==> config.mk <==
export PLATFORM = sky130hd
export DESIGN_NAME = coldstore_ctrl
export DESIGN_NICKNAME = d
export VERILOG_FILES = /design/src/rtl/coldstore_pkg.sv /design/src/rtl/coldstore_ctrl_sec_tick_gen.sv /design/src/rtl/coldstore_ctrl.sv
export SDC_FILE = /design/constraint.sdc
export NUM_CORES = 1
export LEC_CHECK = 0
export CELL_PAD_IN_SITES_DETAIL_PLACEMENT = 0
export CELL_PAD_IN_SITES_GLOBAL_PLACEMENT = 1
export CORE_MARGIN = 2
export CORE_UTILIZATION = 40
export DETAILED_ROUTE_END_ITERATION = 6
export PLACE_DENSITY = 0.85
export SLEW_MARGIN = 0
export SYNTH_ARGS = -nofsm -noshare
export SYNTH_HDL_FRONTEND = slang
export SYNTH_SLANG_ARGS = --single-unit
==> constraint.sdc <==
create_clock -name clk_100Mhz -period 11.9 [get_ports clk_100Mhz]
set_input_delay 2.38 -clock clk_100Mhz [delete_from_list [all_inputs] [get_ports clk_100Mhz]]
set_output_delay 2.38 -clock clk_100Mhz [all_outputs]
set_load 0.01 [all_outputs]
==> src/rtl/coldstore_pkg.sv <==
// coldstore_pkg: shared command encodings, reset thresholds and actuator state type.
package coldstore_pkg;
    localparam logic [7:0] ASCII_A = 8'h41;
    localparam logic [7:0] ASCII_B = 8'h42;
    localparam logic [7:0] ASCII_C = 8'h43;
    localparam logic [7:0] ASCII_D = 8'h44;
    localparam logic [7:0] ASCII_L = 8'h4C;
    localparam logic [7:0] ASCII_0 = 8'h30;
    localparam logic [7:0] ASCII_1 = 8'h31;
    localparam logic [7:0] ASCII_9 = 8'h39;
    localparam logic [7:0] CMD_MAX_TEMP = ASCII_A;
    localparam logic [7:0] CMD_MIN_TEMP = ASCII_B;
    localparam logic [7:0] CMD_MAX_HUM = ASCII_C;
    localparam logic [7:0] CMD_MIN_HUM = ASCII_D;
    localparam logic [7:0] CMD_MANUAL = ASCII_L;
    localparam logic [6:0] RST_MAX_TEMP = 7'd30;
    localparam logic [6:0] RST_MIN_TEMP = 7'd20;
    localparam logic [6:0] RST_MAX_HUM = 7'd70;
    localparam logic [6:0] RST_MIN_HUM = 7'd40;
    typedef enum logic {ACT_OFF, ACT_ON} act_st_e;
    function automatic logic is_digit(input logic [7:0] c);
        return c >= ASCII_0 && c <= ASCII_9;
    endfunction
    function automatic logic is_bit(input logic [7:0] c);
        return c == ASCII_0 || c == ASCII_1;
    endfunction
endpackage

==> src/rtl/coldstore_ctrl_sec_tick_gen.sv <==
// sec_tick_gen: free-running counter emitting a one-cycle tick every TICK_CYCLES clocks.
module sec_tick_gen #(
    parameter int TICK_CYCLES = 100_000_000
) (
    input  logic clk_100Mhz,
    input  logic rst,
    output logic tick
);
    localparam int W = TICK_CYCLES > 1 ? $clog2(TICK_CYCLES) : 1;
    logic [W-1:0] cnt;
    assign tick = cnt == W'(TICK_CYCLES - 1);
    always_ff @(posedge clk_100Mhz) begin
        cnt <= rst || tick ? '0 : cnt + W'(1);
    end
endmodule

==> src/rtl/coldstore_ctrl.sv <==
// coldstore_ctrl: command decode, threshold store and hysteretic fan/humidifier control.
// Define COLDSTORE_DWELL_EN to enforce a minimum dwell between automatic actuator changes.
module coldstore_ctrl
    import coldstore_pkg::*;
#(
    parameter int TICK_CYCLES = 100_000_000,
    parameter int DWELL_SECS = 5,
    parameter int MANUAL_SECS = 60,
    parameter logic [6:0] DEF_MAX_TEMP = RST_MAX_TEMP,
    parameter logic [6:0] DEF_MIN_TEMP = RST_MIN_TEMP,
    parameter logic [6:0] DEF_MAX_HUM = RST_MAX_HUM,
    parameter logic [6:0] DEF_MIN_HUM = RST_MIN_HUM
) (
    input  logic       clk_100Mhz,
    input  logic       rst,
    input  logic [7:0] chr_cmd,
    input  logic [7:0] chr_val0,
    input  logic [7:0] chr_val1,
    input  logic       rx_msg_done,
    input  logic [7:0] temperature,
    input  logic [7:0] humidity,
    output logic [6:0] max_temp,
    output logic [6:0] min_temp,
    output logic [6:0] max_hum,
    output logic [6:0] min_hum,
    output logic       fan_on,
    output logic       hum_on,
    output logic       manual_mode,
    output logic       cfg_err
);
    // One width shared by the manual and dwell second counters.
    localparam int SMAX = MANUAL_SECS > DWELL_SECS ? MANUAL_SECS : DWELL_SECS;
    localparam int CW = SMAX < 1 ? 1 : $clog2(SMAX + 1);
    logic tick, prev_done, acc, d_ok, l_acc, rej;
    logic wr_a, wr_b, wr_c, wr_d, fan_ok, hum_ok;
    logic [7:0] v;
    logic [CW-1:0] man_cnt;
    act_st_e fan_st, fan_nx, hum_st, hum_nx;

    sec_tick_gen #(.TICK_CYCLES(TICK_CYCLES)) u_tick (
        .clk_100Mhz(clk_100Mhz),
        .rst(rst),
        .tick(tick)
    );

    assign acc = rx_msg_done & ~prev_done;
    assign d_ok = is_digit(chr_val0) & is_digit(chr_val1);
    assign v = (chr_val0 - ASCII_0) * 8'd10 + (chr_val1 - ASCII_0);
    assign wr_a = acc && chr_cmd == CMD_MAX_TEMP && d_ok && v > {1'b0, min_temp};
    assign wr_b = acc && chr_cmd == CMD_MIN_TEMP && d_ok && v < {1'b0, max_temp};
    assign wr_c = acc && chr_cmd == CMD_MAX_HUM && d_ok && v > {1'b0, min_hum};
    assign wr_d = acc && chr_cmd == CMD_MIN_HUM && d_ok && v < {1'b0, max_hum};
    assign l_acc = acc && chr_cmd == CMD_MANUAL && is_bit(chr_val0) && is_bit(chr_val1);
    assign rej = acc & ~(wr_a | wr_b | wr_c | wr_d | l_acc);
    assign fan_on = fan_st == ACT_ON;
    assign hum_on = hum_st == ACT_ON;

    always_ff @(posedge clk_100Mhz) begin
        if (rst) begin
            max_temp <= DEF_MAX_TEMP;
            min_temp <= DEF_MIN_TEMP;
            max_hum <= DEF_MAX_HUM;
            min_hum <= DEF_MIN_HUM;
            prev_done <= 1'b0;
            cfg_err <= 1'b0;
        end else begin
            prev_done <= rx_msg_done;
            cfg_err <= rej;
            if (wr_a) max_temp <= v[6:0];
            if (wr_b) min_temp <= v[6:0];
            if (wr_c) max_hum <= v[6:0];
            if (wr_d) min_hum <= v[6:0];
        end
    end

    // A fresh 'L' reloads the counter, so a coincident tick is ignored.
    always_ff @(posedge clk_100Mhz) begin
        if (rst) begin
            manual_mode <= 1'b0;
            man_cnt <= '0;
        end else if (l_acc) begin
            manual_mode <= 1'b1;
            man_cnt <= CW'(MANUAL_SECS);
        end else if (manual_mode && tick) begin
            manual_mode <= man_cnt > CW'(1);
            man_cnt <= man_cnt - CW'(1);
        end
    end

    always_ff @(posedge clk_100Mhz) begin
        fan_st <= rst ? ACT_OFF : fan_nx;
        hum_st <= rst ? ACT_OFF : hum_nx;
    end

    always_comb begin
        fan_nx = fan_st;
        hum_nx = hum_st;
        if (l_acc) begin
            fan_nx = chr_val0[0] ? ACT_ON : ACT_OFF;
            hum_nx = chr_val1[0] ? ACT_ON : ACT_OFF;
        end else if (!manual_mode) begin
            if (fan_ok)
                fan_nx = fan_st == ACT_OFF ? (temperature > {1'b0, max_temp} ? ACT_ON : ACT_OFF)
                                           : (temperature < {1'b0, min_temp} ? ACT_OFF : ACT_ON);
            if (hum_ok)
                hum_nx = hum_st == ACT_OFF ? (humidity < {1'b0, min_hum} ? ACT_ON : ACT_OFF)
                                           : (humidity > {1'b0, max_hum} ? ACT_OFF : ACT_ON);
        end
    end

`ifdef COLDSTORE_DWELL_EN
    logic [CW-1:0] fan_dw, hum_dw;
    assign fan_ok = fan_dw == '0;
    assign hum_ok = hum_dw == '0;
    always_ff @(posedge clk_100Mhz) begin
        if (rst || l_acc) begin
            fan_dw <= '0;
            hum_dw <= '0;
        end else begin
            fan_dw <= fan_nx != fan_st ? CW'(DWELL_SECS) : fan_dw - CW'(tick && fan_dw != '0);
            hum_dw <= hum_nx != hum_st ? CW'(DWELL_SECS) : hum_dw - CW'(tick && hum_dw != '0);
        end
    end
`else
    assign fan_ok = 1'b1;
    assign hum_ok = 1'b1;
`endif
endmodule

After elaboration in Yosys (flattened, before gate mapping)
Cells that the tools add are included.
{ "word_totals": {"reg_bits": 66, "inputBits": 43, "out_inout_bits": 32, "elab_cells": 90} }
{ "classes": {"n_addsub": 5, "mul": 1, "order_cmp": 13, "eq_ne": 11, "n_mux": 16, "n_bitwise": 9, "n_reduce_logical": 23} }
{ "ops": {"columns": ["op", "n"], "rows": [
  ["$eq A8 B7 Y1 const B", 5],
  ["$eq A8 B6 Y1 const B", 4],
  ["$gt A8 B7 Y1", 4],
  ["$lt A8 B7 Y1", 4],
  ["$add A27 B1 Y27 const B", 1],
  ["$eq A27 B27 Y1 const B", 1],
  ["$logic_and A1 B1 Y1", 18],
  ["$ge A8 B6 Y1 const B", 2],
  ["$le A8 B6 Y1 const B", 2],
  ["$sub A8 B6 Y8 const B", 2],
  ["$mux W1", 14],
  ["$mux W6", 2],
  ["$add A8 B8 Y8", 1],
  ["$mul A8 B3 Y7 const B", 1],
  ["$gt A6 B1 Y1 const B", 1],
  ["$sub A6 B1 Y6 const B", 1],
  ["$or A1 B1 Y1", 4],
  ["$and A1 B1 Y1", 3],
  ["$logic_or A1 B1 Y1", 3],
  ["$ne A2 B1 Y1 const B", 1],
  ["$not A1 Y1", 2],
  ["$reduce_bool A2 Y1", 1],
  ["$reduce_or A2 Y1", 1]
]} }

Depth between registers and ports, before layout
{ "logic_depth": {"depth_word": 11, "ltp_mapped": 18, "depth_no_buf": 17} }

By module
Synthesis repeated with hierarchy kept, for this count alone.
{ "unflattened": {"hier_cells": 519, "area_unflattened_um2": 4606.9} }
{ "modules_own_cells": {"columns": ["module", "n_inst", "cells_each", "area_per_inst_um2", "seq_area_each_um2"], "rows": [
  ["coldstore_ctrl", 1, 370, 3295.7, 780.7],
  ["sec_tick_gen", 1, 149, 1311.3, 540.5]
]} }

Least setup slack after synthesis
OpenSTA, ideal clock, no wires.
{ "synth_timing": {"kind": "input to register", "from": "input port chr_val0[1]", "to": "register max_temp[1]", "setup_time_ps": 74, "t_arrival_ps": 6070, "t_required_ps": 11826, "slack_ps": 5755, "cell_stages": 15, "path_buffers": 1, "path_cell_list": "ha_1 > ha_1 > fa_1 > xnor2_1 > ha_1 > inv_1 > ha_1 > xnor2_1 > ha_1 > a2111oi_0 > a21oi_1 > o2111ai_1 > clkbuf_1 > nor3_1 > a31oi_1"} }
{ "synth_between": {"elab_chain_cells": 5, "elab_cells_between_ends": 10, "cone_classes": "add/sub: 2; mul: 1; order compare: 3; bitwise: 1; reduce/logical: 3"} }
{ "synth_lines": {"columns": ["element", "line", "source"], "rows": [
  ["start: declaration", "coldstore_ctrl.sv:17", "input logic [7:0] chr_val0,"],
  ["$sub A8 B6 Y8", "coldstore_ctrl.sv:48", "assign v = (chr_val0 - ASCII_0) * 8'd10 + (chr_val1 - ASCII_0);"],
  ["$mul A8 B3 Y7", "coldstore_ctrl.sv:48", null],
  ["$add A8 B8 Y8", "coldstore_ctrl.sv:48", null],
  ["via v[6]", "coldstore_ctrl.sv:36", "logic [7:0] v;"],
  ["$gt A8 B7 Y1", "coldstore_ctrl.sv:49", "assign wr_a = acc && chr_cmd == CMD_MAX_TEMP && d_ok && v > {1'b0, min_temp};"],
  ["$logic_and A1 B1 Y1", "coldstore_ctrl.sv:49", null],
  ["end signal: assignment", "coldstore_ctrl.sv:69", "if (wr_a) max_temp <= v[6:0];"],
  ["end: declaration", "coldstore_ctrl.sv:22", "output logic [6:0] max_temp,"]
]} }
The timed path passes the listed nets, and every way through them passes these cells.
A chain may end at the register's enable or synchronous reset.

Worst setup path after layout
{ "layout_timing": {"from": "input port chr_val0[3]", "to": "register max_temp[6]"} }
{ "layout_between": {"elab_chain_cells": 5, "elab_cells_between_ends": 10, "cone_classes": "add/sub: 2; mul: 1; order compare: 3; bitwise: 1; reduce/logical: 3"} }
{ "layout_lines": {"columns": ["element", "line"], "rows": [
  ["$sub A8 B6 Y8 *", "coldstore_ctrl.sv:48"],
  ["$mul A8 B3 Y7 *", "coldstore_ctrl.sv:48"],
  ["$add A8 B8 Y8 *", "coldstore_ctrl.sv:48"],
  ["via v[6]", "coldstore_ctrl.sv:36"],
  ["$gt A8 B7 Y1", "coldstore_ctrl.sv:49"],
  ["$logic_and A1 B1 Y1", "coldstore_ctrl.sv:49"]
]} }
Mark *: on every way through the listed nets, which the timed path passes. The rest lies on a longest branch.

==> results.txt <==
syn_nets -> 622
synthesized area -> 0.004461 mm2
Clk pin slew, worst setup/hold paths -> 0.07 ns
dpl hpwl -> 8781 um
async set or reset register ratio after synthesis -> 0
pwr/cell area -> 106.8 mW/mm2
# clock sinks -> 66
total internal power -> 394.0 uW
Clock Latency Late Sink -> 0.35 ns
placed cells -> 710
PortBufs -> 74
CP startpoint -> chr_val0[3]
reg2reg setup slack -> 9.18 ns
minimum clock period -> 7.204 ns
VDD IR-drop max -> 0.04536 mV
die width -> 109.6 um
fin. max-slew vios -> 0
gp weighted congestion -> 0.8815
Min Hold Slack -> 0.4871 ns
nets -> 700
layout cells sized above 1 -> 0.05290
DRT Wirelength -> 11280 um
RSZ-0062 raised after global routing -> false
Syn Inst Count -> 503
slowest cell on the critical path -> o2111ai_1
area of the multi-input gates -> 0.002919 mm2
Total GRT Usage -> 0.1988
antenna-violating nets left -> 0
final hold vios -> 0
Core Footprint -> 0.01084 mm2
initial antenna violation count -> 0
GR peak layer -> met2
sequential share of power -> 0.378
end point of the critical path -> max_temp[6]$_SDFFE_PP0P_
met2 Resource Use GR -> 0.3377
critical path's top delay family -> adder cells
clk_skew -> 0.01289 ns
Synth area leaders -> dfxtp_1, ha_1, nor2_1
Max Cap Violations -> 0
setup bufs post-CTS -> 0
number of flops mapped to enable cells by yosys -> 0
Worst Hold Class -> flip-flop to flip-flop
Fillers -> 1028
most frequent cell after synthesis -> ha_1
run status -> finished, final reports clean
vias in the first global route -> 3802
Crit Path Max Fanout -> 13
detailed router's first-iteration violation count -> 157
ys flop type -> dfxtp_1
hold depth -> 1
first-pass GRT wire length -> 18530 um
CP Launch Type -> primary input
LEAKAGE -> 2.395 nW
synth warn -> 0
clock network fraction of design power -> 0.304
Tcrit/Tclk final -> 0.6054
switch share -> 0.3347
largest net degree at the start of global routing -> 39
slew of the pin with the lowest slew margin -> 1.027 ns
starting density of the core -> 0.4115
WP data required -> 12.12 ns
PostCTS Resize Cnt -> 0
met1 Usage GRT -> 0.2543
Design Power -> 592.1 uW
DR pass1 iterations -> 4
RR Endpoint -> max_hum[1]$_SDFFE_PP1P_
cell mode on critical path -> ha_1
R2R depth -> 7
Fmax -> 138.8 MHz
Synth area leader -> dfxtp_1
#FFs+latches synth -> 66
Unique masters post-synth -> 57
CTS tree -> built
Seq. cell area -> 0.001321 mm2
cell depth of the worst setup path -> 15
Remaining DRCs -> 0
final setup vio count -> 0
Yosys top cell area share -> 0.2962
Setup CP Type -> primary input to flip-flop
htree depth -> 3
CP max stage delay -> 0.85 ns
switching power -> 198.2 uW
Die Area -> 0.01201 mm2
Via Count -> 3894
Critical Path AT -> 7.42 ns
CTS Root Cell -> clkbuf_8
clock tree buffer depth -> 2
Logic pwr share -> 0.318
ANT cells -> 0
Syn-to-layout area delta -> 24.32%
Seq/Total Area, Yosys -> 0.2962
total gr overflow -> 0
element type at the critical path end -> flip-flop
I/O pin count -> 75
std cell rows -> 38
Vias/cell -> 5.364
Rel. slew slack -> 0.3152
routed len/inst -> 15.53 um
CTS Hold Bufs -> 0
mean post-synth cell area -> 8.868 um2
Final TNS setup -> 0 ns
Non-Filler Instances -> 726
DIE HEIGHT -> 109.6 um
Post-synth top cells -> ha_1, dfxtp_1, nor2_1, inv_1, xor2_1
WP buf/inv -> 2
reg-to-reg startpoint -> prev_done$_SDFF_PP0_
met3 GRT Util -> 0.04031
crit-path cells -> clkdlybuf4s50_1 -> ha_1 -> ha_1 -> fa_1 -> xnor2_1 -> ha_1 -> inv_1 -> ha_1 -> xnor2_1 -> ha_1 -> a2111oi_0 -> a21oi_1 -> o2111ai_1 -> mux2i_1 -> nor2_1
CTS Buf Count -> 9
-- state kept, by name, indices dropped and copies added (netlist names), 6 cells and up --
signal / flops
man_cnt: 6
max_hum: 7
max_temp: 7
min_hum: 7
min_temp: 7
u_tick.cnt: 27
-- worst min-delay path by stage --
stage                                end  slack [ns]                       from
2_1_floorplan   u_tick.cnt[0]$_SDFF_PP0_        0.44   u_tick.cnt[0]$_SDFF_PP0_
3_3_place_gp    u_tick.cnt[0]$_SDFF_PP0_        0.46   u_tick.cnt[0]$_SDFF_PP0_
3_5_place_dp    u_tick.cnt[0]$_SDFF_PP0_        0.47   u_tick.cnt[0]$_SDFF_PP0_
4_1_cts        u_tick.cnt[23]$_SDFF_PP0_        0.49  u_tick.cnt[23]$_SDFF_PP0_
5_1_grt        u_tick.cnt[23]$_SDFF_PP0_        0.52  u_tick.cnt[23]$_SDFF_PP0_
6_report        u_tick.cnt[0]$_SDFF_PP0_        0.49   u_tick.cnt[0]$_SDFF_PP0_
-- worst register-to-register path, delay by kind of cell (launching register included) --
family,cells,cell delay [ns]
flip-flops,1,0.31
AO/OA/AOI/OAI,2,1.11
AND/OR/NAND/NOR,5,1.20
-- power groups by stage --
stage	clock, mW	combinational (mW)	sequential [mW]
6_report	0.180	0.188	0.224
5_1_grt	0.191	0.208	0.224
4_1_cts	0.184	0.185	0.224
3_5_place_dp	0	0.184	0.229
3_3_place_gp	0	0.178	0.229
2_1_floorplan	0	0.122	0.229
-- placed cells by master, fill, tap and decap left out, drive strengths merged, types with 2 or more instances in the layout --
cell and instances:
xnor2 13, a2111oi 2, nand2b 7, or4b 2
clkinvlp 2, a21o 7, a31oi 4, buf 4
clkdlybuf4s50 74, a211o 3, o2111ai 6, nand4 11
mux2i 16, nor2 60, nor4 3, a21oi 22
and4 6, clkinv 2, clkbuf 13, ha 74
nand3b 2, inv 46, o21a 6, o21ai 19
a21boi 3, o211ai 5, xor2 25, and3 6
fa 2, nand4b 2, nor3 11, dfxtp 66
a211oi 7, nor2b 6, nand2 19, nand3 17
-- area by class of cell --
cell class | count | area share
clock inverters | 3 | 0.004287
repair buffers | 78 | 0.1390
clock buffers | 13 | 0.02866
multi-input cells | 379 | 0.5264
inverters | 47 | 0.03181
flip-flops and latches | 66 | 0.2383
well taps | 140 | 0.03159
-- routing by layer --
metal | part of all wire | up-vias
met4 | 0.019 | 0
met1 | 0.47 | 1827
met3 | 0.047 | 19
li1 | - | 1949
met2 | 0.46 | 99
met5 | 0 | -
-- metrics by stage --
stage / setup slack [ns] / util / cell area [um2]
CTS: 4.758 / 0.5115 / 5545
floorplan: 5.755 / - / 4461
global route: 4.245 / 0.5115 / 5545
finish: 4.696 / 0.5115 / 5545
global placement: 4.570 / 0.4947 / 5363
detailed placement: 4.413 / 0.4947 / 5363
-- cells by family (layout without fill, tap and decap cells) --
logic type               count (synthesis)  in the layout  synth area share
AND/OR/NAND/NOR                        159            159            0.1910
multiplexers                            16             16           0.03590
flip-flops                              66             66            0.2962
adder cells (fa/ha/maj)                 76             76            0.2166
XOR/XNOR                                39             39           0.07966
buffers and inverters                   58            141           0.04937
AO/OA/AOI/OAI                           89             89            0.1313
(Power assumes the default switching activity.)
